**config.mk**
```make
export PLATFORM = sky130hd
export DESIGN_NAME = instr_encoder
export DESIGN_NICKNAME = d
export VERILOG_FILES = /design/src/rtl/instr_enc_pkg.sv /design/src/rtl/enc_fifo.sv /design/src/rtl/instr_encoder.sv
export SDC_FILE = /design/constraint.sdc
export NUM_CORES = 1
export LEC_CHECK = 0
export CORE_MARGIN = 3
export CORE_UTILIZATION = 57
export DETAILED_ROUTE_END_ITERATION = 16
export PLACE_DENSITY = 0.89
export SKIP_CTS_REPAIR_TIMING = 1
export SLEW_MARGIN = 30
export SYNTH_ARGS = -nofsm -noshare
export SYNTH_HDL_FRONTEND = slang
export SYNTH_HIERARCHICAL = 1
export SYNTH_SLANG_ARGS = --single-unit
```
**constraint.sdc**
```tcl
create_clock -name clk -period 7.2 [get_ports clk]
set_input_delay 0.72 -clock clk [delete_from_list [all_inputs] [get_ports clk]]
set_output_delay 0.72 -clock clk [all_outputs]
set_load 0.02 [all_outputs]
```
**src/rtl/instr_enc_pkg.sv**
```systemverilog
// Shared opcode constants, FSM state encoding and field-to-word helpers for instr_encoder.
package instr_enc_pkg;

  localparam logic [1:0] OP_DP   = 2'b00;
  localparam logic [1:0] OP_MEM  = 2'b01;
  localparam logic [1:0] OP_BR   = 2'b10;
  localparam logic [1:0] OP_BAD  = 2'b11;
  localparam logic [3:0] COND_AL = 4'hE;

  typedef enum logic [1:0] {
    ST_IDLE  = 2'b00,
    ST_RUN   = 2'b01,
    ST_FLUSH = 2'b10,
    ST_DONE  = 2'b11
  } enc_state_t;

  // Branches carry a 24-bit offset in place of Rn/Rd/src2, and funct[4] becomes the link bit.
  function automatic logic [31:0] encode_word(
    input logic [3:0]  cond,
    input logic [1:0]  op,
    input logic [5:0]  funct,
    input logic [3:0]  rn,
    input logic [3:0]  rd,
    input logic [23:0] src
  );
    if (op == OP_BR) begin
      return {cond, 2'b10, 1'b1, funct[4], src};
    end else begin
      return {cond, op, funct, rn, rd, src[11:0]};
    end
  endfunction

  function automatic logic is_illegal(
    input logic [1:0]  op,
    input logic [5:0]  funct,
    input logic [23:0] src
  );
    return (op == OP_BAD) || ((op == OP_MEM) && funct[5] && src[4]);
  endfunction

endpackage

```
**src/rtl/enc_fifo.sv**
```systemverilog
// Word FIFO between the encoder and the instruction-memory write port; the head is visible
// combinationally so the write port can present it the cycle after a push.
module enc_fifo #(
  parameter int DEPTH = 4,
  parameter int WIDTH = 32
) (
  input  logic             clk,
  input  logic             reset,
  input  logic             push,
  input  logic             pop,
  input  logic [WIDTH-1:0] wdata,
  output logic [WIDTH-1:0] rdata,
  output logic             full,
  output logic             empty
);

  localparam int AW = $clog2(DEPTH);

  logic [WIDTH-1:0] r_mem [DEPTH];
  logic [AW:0]      r_wptr;
  logic [AW:0]      r_rptr;
  logic             w_do_push;
  logic             w_do_pop;

  // The extra pointer bit separates "wrapped once" (full) from "equal" (empty).
  assign empty     = (r_wptr == r_rptr);
  assign full      = (r_wptr[AW] != r_rptr[AW]) && (r_wptr[AW-1:0] == r_rptr[AW-1:0]);
  assign w_do_push = push && !full;
  assign w_do_pop  = pop && !empty;
  assign rdata     = r_mem[r_rptr[AW-1:0]];

  always_ff @(posedge clk) begin
    if (w_do_push) begin
      r_mem[r_wptr[AW-1:0]] <= wdata;
    end
  end

  always_ff @(posedge clk or posedge reset) begin
    if (reset) begin
      r_wptr <= '0;
      r_rptr <= '0;
    end else begin
      if (w_do_push) begin
        r_wptr <= r_wptr + 1'b1;
      end
      if (w_do_pop) begin
        r_rptr <= r_rptr + 1'b1;
      end
    end
  end

endmodule

```
**src/rtl/instr_encoder.sv**
```systemverilog
// Program loader: encodes instruction field requests, queues the words and writes them to
// sequential instruction-memory addresses. Define ENC_CHECK_EN to drop and count illegal requests.
module instr_encoder
  import instr_enc_pkg::*;
#(
  parameter int          DEPTH     = 4,
  parameter logic [31:0] BASE_ADDR = 32'h0000_0000
) (
  input  logic        clk,
  input  logic        reset,
  input  logic        start,
  input  logic        req_valid,
  output logic        req_ready,
  input  logic        req_last,
  input  logic [3:0]  req_cond,
  input  logic [1:0]  req_op,
  input  logic [5:0]  req_funct,
  input  logic [3:0]  req_rn,
  input  logic [3:0]  req_rd,
  input  logic [23:0] req_src,
  output logic        im_we,
  input  logic        im_wr_ready,
  output logic [31:0] im_addr,
  output logic [31:0] im_wdata,
  output logic        busy,
  output logic        done,
  output logic [7:0]  err_cnt
);

  enc_state_t  r_state;
  enc_state_t  w_state_next;
  logic [31:0] r_addr;
  logic [31:0] w_word;
  logic [31:0] w_head;
  logic        w_full;
  logic        w_empty;
  logic        w_accept;
  logic        w_push;
  logic        w_wr_hs;
  logic        w_in_run;
  logic        w_draining;

  assign w_in_run   = (r_state == ST_RUN);
  assign w_draining = (r_state == ST_RUN) || (r_state == ST_FLUSH);
  assign w_accept   = req_valid && w_in_run && !w_full;
  assign w_wr_hs    = im_we && im_wr_ready;
  assign w_word     = encode_word(req_cond, req_op, req_funct, req_rn, req_rd, req_src);

`ifdef ENC_CHECK_EN
  logic       w_illegal;
  logic [7:0] r_err_cnt;

  assign w_illegal = is_illegal(req_op, req_funct, req_src);
  assign w_push    = w_accept && !w_illegal;
  assign err_cnt   = r_err_cnt;

  always_ff @(posedge clk or posedge reset) begin
    if (reset) begin
      r_err_cnt <= 8'd0;
    end else if (w_accept && w_illegal && (r_err_cnt != 8'hFF)) begin
      r_err_cnt <= r_err_cnt + 8'd1;
    end
  end
`else
  assign w_push  = w_accept;
  assign err_cnt = 8'd0;
`endif

  enc_fifo #(
    .DEPTH (DEPTH),
    .WIDTH (32)
  ) u_fifo (
    .clk   (clk),
    .reset (reset),
    .push  (w_push),
    .pop   (w_wr_hs),
    .wdata (w_word),
    .rdata (w_head),
    .full  (w_full),
    .empty (w_empty)
  );

  always_ff @(posedge clk or posedge reset) begin
    if (reset) begin
      r_state <= ST_IDLE;
    end else begin
      r_state <= w_state_next;
    end
  end

  // A dropped final request still ends the program, so req_last is taken on accept, not push.
  always_comb begin
    w_state_next = r_state;
    case (r_state)
      ST_IDLE:  if (start) w_state_next = ST_RUN;
      ST_RUN:   if (w_accept && req_last) w_state_next = ST_FLUSH;
      ST_FLUSH: if (w_empty) w_state_next = ST_DONE;
      ST_DONE:  w_state_next = ST_IDLE;
      default:  w_state_next = ST_IDLE;
    endcase
  end

  always_comb begin
    req_ready = w_in_run && !w_full;
    im_we     = w_draining && !w_empty;
    busy      = (r_state != ST_IDLE);
    done      = (r_state == ST_DONE);
    im_addr   = r_addr;
    im_wdata  = im_we ? w_head : 32'd0;
  end

  always_ff @(posedge clk or posedge reset) begin
    if (reset) begin
      r_addr <= BASE_ADDR;
    end else if (r_state == ST_DONE) begin
      r_addr <= BASE_ADDR;
    end else if (w_wr_hs) begin
      r_addr <= r_addr + 32'd4;
    end
  end

endmodule

```
==> flow_summary.yaml, run 1 <==
outcome:
  status: "finished clean"
timing:
  rsz0062_at_grt: "false"
  timing.hold.ws_ps: 543
  worst_slew_pin_slew_ps: 919
  setup_viol: 0
  final_hold_viol_count: 0
  slew_violations: 0
  min_period_over_period_pct: 60.7
  timing.fmax_mhz: 229
  setup_tns_ps: 0
  min_period_ps: 4370
  relSlewSlack_pct: 38.7
  skew_ps: 8.99
synthesis:
  syn_avg_cell_area_sq_um: 15.5
  async_reset_ff_share_pct: 22.9
  yosys_warnings: 6
  syn_area_sq_mm: 0.00739
  syn_inst: 477
  ys_types: 46
  ys.flop_type: "edfxtp_1"
  ys_seq_area_share_pct: 64.9
  ys_ff_latch: 166
  synth-edff-count: 128
cells_and_area:
  antenna_cells: 0
  syn2layout_area_growth_pct: 25.7
  nets: 652
  layout_common_cells: "128 x edfxtp_1, 115 x clkdlybuf4s50_1, 36 x dfrtp_1, 34 x and2_1, 32 x mux4_2"
  layout_commonest_cell: "edfxtp_1"
  drive_gt1_share_pct: 16.9
grt:
  antenna_found_initial: 0
  first_global_vias: 4724
  grt_pass1_wl_um: 25000
  grt_max_degree: 39
  overflow: 0
  gr-usage-all-layers_pct: 22.9
detailed_routing:
  routed-via-count: 4529
  drc: 0
  drt_iter0_markers: 470
  routed_via_density: 5.86
  routed_wirelength_um: 15600
  wl_per_cell_um: 20.2
  first_pass_iters: 6
  postRouteAntennaNets: 0
clock_network:
  cts_max_level: 4
  clkSinkCount: 166
  cts_made_buffers: 17
  cts_tree: "yes"
  clk_pin_slew_ps: 60
  clk_path_buf_depth: 2
  clk_latency_ps: 420
  cts_root_buffer: "clkbuf_16"
critical_path:
  critPathLaunchType: "register"
  worstSetupStartpoint: "u_fifo/r_rptr[1]"
  cp_top_family: "flip-flops"
  crit_path_max_fanout: 38
  end_kind: "output pin"
  arrival_ps: 3650
  cp.required_ps: 6480
  critPathBufInv: 2
  slowest_delay_ps: 970
  worst_path_max_delay_cell: "dfrtp_2"
  r2r-start: "u_fifo/r_rptr[1]"
  critPathKind: "reg -> out"
  crit_chain: "xor2_1 -> nor3_1 -> nor2b_2 -> buf_4 -> and2_1 -> clkdlybuf4s50_1"
floorplan:
  core-area_sq_mm: 0.0124
  dieArea_sq_mm: 0.0144
  die_h_um: 120
  boundaryPins: 126
  initial_core_util_pct: 59.8
  die_x_um: 120
  num_rows: 40
placement:
  port_buffers: 115
  dp_hpwl_um: 9740
  place.gp.congestion: 0.835
pwr:
  peakVddDrop_v: 0.000310
  p_leak_nw: 3.24
  p_per_area_mw_per_mm2: 394
worst_hold_path:
  hp-class: "in -> async"
flow_run:
  cap_viol_max_count: 0
Yosys cell counts (2+ instances only):
cell type / number / area (sq um)
edfxtp_1: 128 / 3840
dfrtp_1: 38 / 951
and2_1: 34 / 213
mux4_2: 32 / 721
a21oi_1: 20 / 100
inv_1: 20 / 75.1
mux2_2: 18 / 203
nor2_1: 17 / 63.8
nand2_1: 14 / 52.6
buf_4: 11 / 82.6
xnor2_1: 11 / 96.3
clkbuf_1: 10 / 37.5
ha_1: 10 / 125
o21ai_0: 10 / 50.1
or3_1: 10 / 62.6
nor2b_1: 8 / 50.1
nor4_1: 8 / 50.1
nand3_1: 7 / 35.0
nor3_1: 7 / 35.0
nand4_1: 6 / 37.5
o31ai_1: 6 / 45.0
buf_6: 5 / 56.3
or4_1: 5 / 37.5
buf_2: 4 / 20.0
and3_1: 3 / 18.8
nand4b_1: 3 / 26.3
o41ai_1: 3 / 26.3
xor2_1: 3 / 26.3
a211oi_2: 2 / 25.0
and4_1: 2 / 17.5
buf_1: 2 / 7.51
nand2b_1: 2 / 12.5
nand3b_1: 2 / 15.0
o31ai_2: 2 / 25.0
or2_2: 2 / 12.5
xor2_2: 2 / 32.5
area by class of cell:
| cell class | instances | area, sq um |
|---|---|---|
| inverter | 20 | 75.1 |
| clock inverter | 13 | 226 |
| timing repair buffer | 120 | 1190 |
| tap | 168 | 210 |
| multi-input combinational | 267 | 2360 |
| sequential | 166 | 4800 |
| clock buffer | 19 | 433 |
| fill | 732 | 3070 |
cells by family after synthesis:
| logic type | share of synthesized area (%) |
|---|---|
| buf+inv | 3.84 |
| simple gates | 10.6 |
| compound gates | 4.18 |
| xor+xnor | 2.32 |
| flops | 64.9 |
| fa+ha+maj | 1.69 |
| mux | 12.5 |
| other cells | 0.0507 |
per-stage QoR:
stage	cells	worst slack, ps	area [sq um]	util (%)	power [W]
floorplan	486	4190	7430	-	0.00211
finish	773	2830	9300	75.2	0.00366
CTS	773	2760	9300	75.2	0.00369
detailed placement	741	3260	8640	69.9	0.00266
global route	773	2570	9300	75.2	0.00383
global placement	741	3460	8630	69.8	0.00261
final timing paths:
path | end | slack [ps] | depth (start not counted)
setup / recovery | im_wdata[4] | 2830 | 6
max in group asynchronous | im_addr[17] | 6200 | 3
min in group clk | im_addr[25] | 610 | 2
hold / removal | u_fifo/r_wptr[1] | 540 | 2
hold reg to reg | im_addr[25] | 610 | 2
setup reg to reg | im_addr[31] | 3660 | 6
worst register-to-register path, stage by stage, from the launching register on:
cell,delay [ps]
dfrtp_2,970
xor2_1,350
nor3_1,190
nand3b_1,370
or4_1,770
nor4_1,400
mux2_2,370
state kept, by name, indices dropped and copies added, names as in the netlist:
signal and flops:
u_fifo/r_mem 128, im_addr 30, u_fifo/r_rptr 3, u_fifo/r_wptr 3
r_state 2
power breakdown:
part           leakage [nW]  internal, W  switching, W
registers              1.67      0.00114     0.0000819
clock network         0.322     0.000650      0.000360
logic                  1.25     0.000655      0.000769
total                  3.24      0.00245       0.00121
per-layer routing:
metal	track usage, %	routed length (um)
met5	0	0
met4	7.73	333
met3	6.74	1130
met2	37.2	7990
met1	30.0	6200
Note: power is estimated with default switching activity, not from simulation.
==> inputs of run 2 (changes only) <==
- CORE_UTILIZATION: 57 -> 53
- PLACE_DENSITY: 0.89 -> 0.84
- clock period: 7.2 -> 4.55 ns (I/O delays scaled with it)
==> run 2 against run 1 <==
Effect of this change:
- register-to-register slack lost 2200 ps
- wire length fell by 3.8%
- utilization shrank 6.6 points
- die area up 7.2%
- power is 52% higher
- clock power increased by 38%
- global-route usage is 2.0 points lower
- highest routed layer unchanged
- worst hold slack got worse by 250 ps
==> flow_summary.yaml, run 2 (synthesis results as in run 1) <==
detailed_routing:
  routed_wirelength_um: 15100
  routed_via_density: 5.75
  drt_iter0_markers: 511
  wl_per_cell_um: 19.3
  postRouteAntennaNets: 0
  drc: 0
  routed-via-count: 4488
  first_pass_iters: 7
critical_path:
  r2r-start: "u_fifo/r_rptr[0]"
  rr_endpoint: "u_fifo/r_mem[2][5]"
  reg2reg_depth: 7
  critPathLaunchType: "register"
  worstSetupStartpoint: "u_fifo/r_wptr[2]"
  end_kind: "output pin"
  arrival_ps: 3210
  worst-r2r-setup-slack_ps: 1460
  crit_path_max_fanout: 22
  cp.required_ps: 4090
  critPathKind: "reg -> out"
timing:
  worst_slew_pin_slew_ps: 927
  setup_tns_ps: 0
  timing.fmax_mhz: 273
  skew_ps: 7.66
  min_period_ps: 3660
  rsz0062_at_grt: "false"
  slew_violations: 0
  relSlewSlack_pct: 38.2
  setup_slack_ps: 887
  min_period_over_period_pct: 80.5
  final_hold_viol_count: 0
  setup_viol: 0
cells_and_area:
  regArea_sq_mm: 0.00480
  fill_cells: 918
  drive_gt1_share_pct: 17.4
  layout_commonest_cell: "edfxtp_1"
  layout_common_cells: "128 x edfxtp_1, 115 x clkdlybuf4s50_1, 36 x dfrtp_1, 34 x and2_1, 32 x mux4_2"
  antenna_cells: 0
  multi_input_area_sq_mm: 0.00236
  nets: 653
  largest_reg_flops: 128
  syn2layout_area_growth_pct: 24.8
  final_area_sq_mm: 0.00923
  fin_cells: 781
grt:
  grt.met3_usage_pct: 5.81
  overflow: 0
  antenna_found_initial: 0
  met1_usage_pct: 27.8
  first_global_vias: 4545
  grt_pass1_wl_um: 23900
  met2_usage_pct: 34.0
  gr-usage-all-layers_pct: 20.9
  grt_most_used_layer: "met2"
  grt_max_degree: 38
floorplan:
  die_h_um: 124
  boundaryPins: 126
  initial_core_util_pct: 54.9
  core-area_sq_mm: 0.0135
  dieArea_sq_mm: 0.0154
  num_rows: 42
  die_x_um: 124
placement:
  place.gp.congestion: 0.864
  dpl_worst_slack_ps: 1320
  postPlaceCellArea_sq_mm: 0.00865
  placed_cells: 750
  dp_hpwl_um: 9450
  port_buffers: 115
worst_hold_path:
  hp-class: "in -> async"
pwr:
  peakVddDrop_v: 0.000474
  p_per_area_mw_per_mm2: 602
  power_w: 0.00555
  p_leak_nw: 3.20
clock_network:
  cts_made_buffers: 17
  cts_root_buffer: "clkbuf_16"
  clk_latency_ps: 420
  cts_tree: "yes"
  clkSinkCount: 166
  clk_path_buf_depth: 2
  cts_max_level: 4
  clk_pin_slew_ps: 60
flow_run:
  cap_viol_max_count: 0
outcome:
  status: "finished clean"
==> run 2: how the worst max path moves through the flow <==
stage                         endpoint  depth (start not counted)
floorplan           u_fifo/r_mem[3][0]                          8
global placement          im_wdata[19]                          6
detailed placement        im_wdata[12]                          6
CTS                       im_wdata[11]                          6
global route              im_wdata[12]                          6
finish                    im_wdata[11]                          6
==> run 2: worst max-delay path: stages (launching register included) <==
cell and delay [ps]:
dfrtp_1 460, xor2_2 410, nor3_1 170, nor2b_2 690
buf_4 300, and2_1 150, clkdlybuf4s50_1 610
==> run 2: layout make-up <==
class | count | share of cell area (%)
clock inverters | 14 | 1.61
well taps | 176 | 2.39
repair buffers | 121 | 13.0
inverters | 20 | 0.814
multi-input cells | 267 | 25.6
clock buffers | 17 | 4.61
flip-flops and latches | 166 | 52.0
==> run 2: through the flow <==
stage	utilization [%]	hold slack (ps)
4_1_cts	68.6	286
6_report	68.6	297
2_1_floorplan	-	246
3_5_place_dp	64.3	587
5_1_grt	68.6	292
3_3_place_gp	64.3	546
==> run 2: metal layers <==
metal	up-vias	routed length, um
met2	194	7620
li1	2026	-
met5	-	0
met1	2252	6130
met4	0	213
met3	16	1090
==> run 2: where the power goes <==
group	leakage [nW]	internal, W	switching, W
clock	0.280	0.000810	0.000577
combinational	1.26	0.00104	0.00123
sequential	1.67	0.00181	0.0000913
==> inputs of run 3 (changes only) <==
- CORE_UTILIZATION: 53 -> 48
- PLACE_DENSITY: 0.84 -> 0.8
- clock period: 4.55 -> 3.2 ns (I/O delays scaled with it)
==> run 3 against run 2 <==
Effect of this change:
- non-clock buffer count rose by 7
- clock skew fell by 1.4 ps
- via count did not move
- sequential power rose by 42%
- combinational power rose by 46%
- clock power rose by 28%
- sequential cell count did not move
- global-route usage fell by 2.0 points
- die area rose by 9.9%
- cell area rose by 0.41%
- register-to-register slack got worse by 1100 ps
- sequential share of layout area fell by 0.21 points
- critical path type unchanged
- critical endpoint is now im_wdata[14]
- largest power group unchanged
==> flow_summary.yaml, run 3 (synthesis results as in run 1) <==
clock_network:
  cts_made_buffers: 17
  cts_tree: "yes"
  cts_max_level: 4
  clkSinkCount: 166
  cts_root_buffer: "clkbuf_16"
  clk_pin_slew_ps: 60
  clk_latency_ps: 420
  clk_path_buf_depth: 2
timing:
  min_period_over_period_pct: 92.9
  min_period_ps: 2970
  setup_tns_ps: 0
  worst_slew_pin_slew_ps: 680
  relSlewSlack_pct: 54.5
  final_hold_viol_count: 0
  timing.fmax_mhz: 336
  slew_violations: 0
  timing.hold.ws_ps: 179
  setup_viol: 0
  skew_ps: 6.27
  rsz0062_at_grt: "false"
critical_path:
  cp_top_family: "buffers and inverters"
  worst_path_max_delay_cell: "clkdlybuf4s50_1"
  slowest_delay_ps: 630
  end_kind: "output pin"
  critPathLaunchType: "register"
  worstSetupStartpoint: "u_fifo/r_wptr[0]"
  critPathBufInv: 2
  cp.required_ps: 2880
  arrival_ps: 2650
  crit_chain: "xor2_2 -> nor3_1 -> nor2b_2 -> buf_6 -> and2_1 -> clkdlybuf4s50_1"
  r2r-start: "u_fifo/r_wptr[0]"
  crit_path_max_fanout: 33
  critPathKind: "reg -> out"
placement:
  port_buffers: 115
  dp_hpwl_um: 9910
  place.gp.congestion: 0.874
cells_and_area:
  layout_common_cells: "128 x edfxtp_1, 115 x clkdlybuf4s50_1, 36 x dfrtp_1, 34 x and2_1, 32 x mux4_2"
  largest_reg_flops: 128
  multi_input_area_sq_mm: 0.00237
  fill_cells: 1085
  regArea_sq_mm: 0.00480
  layout_commonest_cell: "edfxtp_1"
  syn2layout_area_growth_pct: 25.3
  nets: 660
  antenna_cells: 0
  drive_gt1_share_pct: 17.6
floorplan:
  dieArea_sq_mm: 0.0169
  boundaryPins: 126
  die_h_um: 130
  core-area_sq_mm: 0.0148
  initial_core_util_pct: 49.9
  die_x_um: 130
  num_rows: 44
detailed_routing:
  routed_via_density: 5.64
  routed-via-count: 4488
  drt_iter0_markers: 368
  routed_wirelength_um: 15300
  drc: 0
  wl_per_cell_um: 19.2
  postRouteAntennaNets: 0
  first_pass_iters: 5
flow_run:
  cap_viol_max_count: 0
pwr:
  p_per_area_mw_per_mm2: 839
  peakVddDrop_v: 0.000696
  p_leak_nw: 3.22
grt:
  gr-usage-all-layers_pct: 19.0
  first_global_vias: 4609
  grt_pass1_wl_um: 24200
  overflow: 0
  grt_max_degree: 38
  antenna_found_initial: 0
worst_hold_path:
  hp-class: "in -> async"
outcome:
  status: "finished clean"
## run 3: final timing paths
path | end | slack (ps) | depth (start not counted)
max reg2reg | im_addr[31] | 350 | 6
max in group asynchronous | im_addr[8] | 2560 | 3
min in group clk | u_fifo/r_mem[0][8] | 530 | 1
min reg2reg | im_addr[20] | 590 | 2
min | u_fifo/r_wptr[1] | 180 | 2
max | im_wdata[14] | 230 | 6
## run 3: per-stage QoR
step	worst slack [ps]	area, sq um	total power [W]	utilization [%]	cells
after floorplan	193	7430	0.00475	-	486
after global placement	402	8740	0.00596	59.0	765
after detailed placement	340	8740	0.00602	59.0	765
after CTS	93.8	9250	0.00784	62.5	796
after global routing	73.0	9270	0.00818	62.6	796
final	226	9270	0.00778	62.6	796
## run 3: final cells by class
| class | instances | share of cell area [%] |
|---|---|---|
| tap | 184 | 2.48 |
| sequential | 166 | 51.8 |
| inverter | 20 | 0.810 |
| clock buffer | 18 | 4.63 |
| multi-input combinational | 267 | 25.6 |
| clock inverter | 13 | 0.891 |
| timing repair buffer | 128 | 13.8 |
## run 3: routing by layer
| metal | global-route usage [%] | vias to the layer above | share of wire [%] | wire length, um |
|---|---|---|---|---|
| li1 | - | 2038 | - | - |
| met1 | 25.1 | 2246 | 42 | 6350 |
| met2 | 30.9 | 183 | 51 | 7770 |
| met3 | 5.08 | 21 | 6.3 | 960 |
| met4 | 6.05 | 0 | 1.3 | 201 |
| met5 | 0 | - | 0 | 0 |
## run 3: report_power, final
| group | switching, W | leakage, nW | internal, W | total, W |
|---|---|---|---|---|
| Clock | 0.000794 | 0.253 | 0.000981 | 0.00178 |
| Combinational | 0.00178 | 1.30 | 0.00152 | 0.00330 |
| Sequential | 0.000136 | 1.67 | 0.00257 | 0.00270 |
| Total | 0.00271 | 3.22 | 0.00507 | 0.00778 |
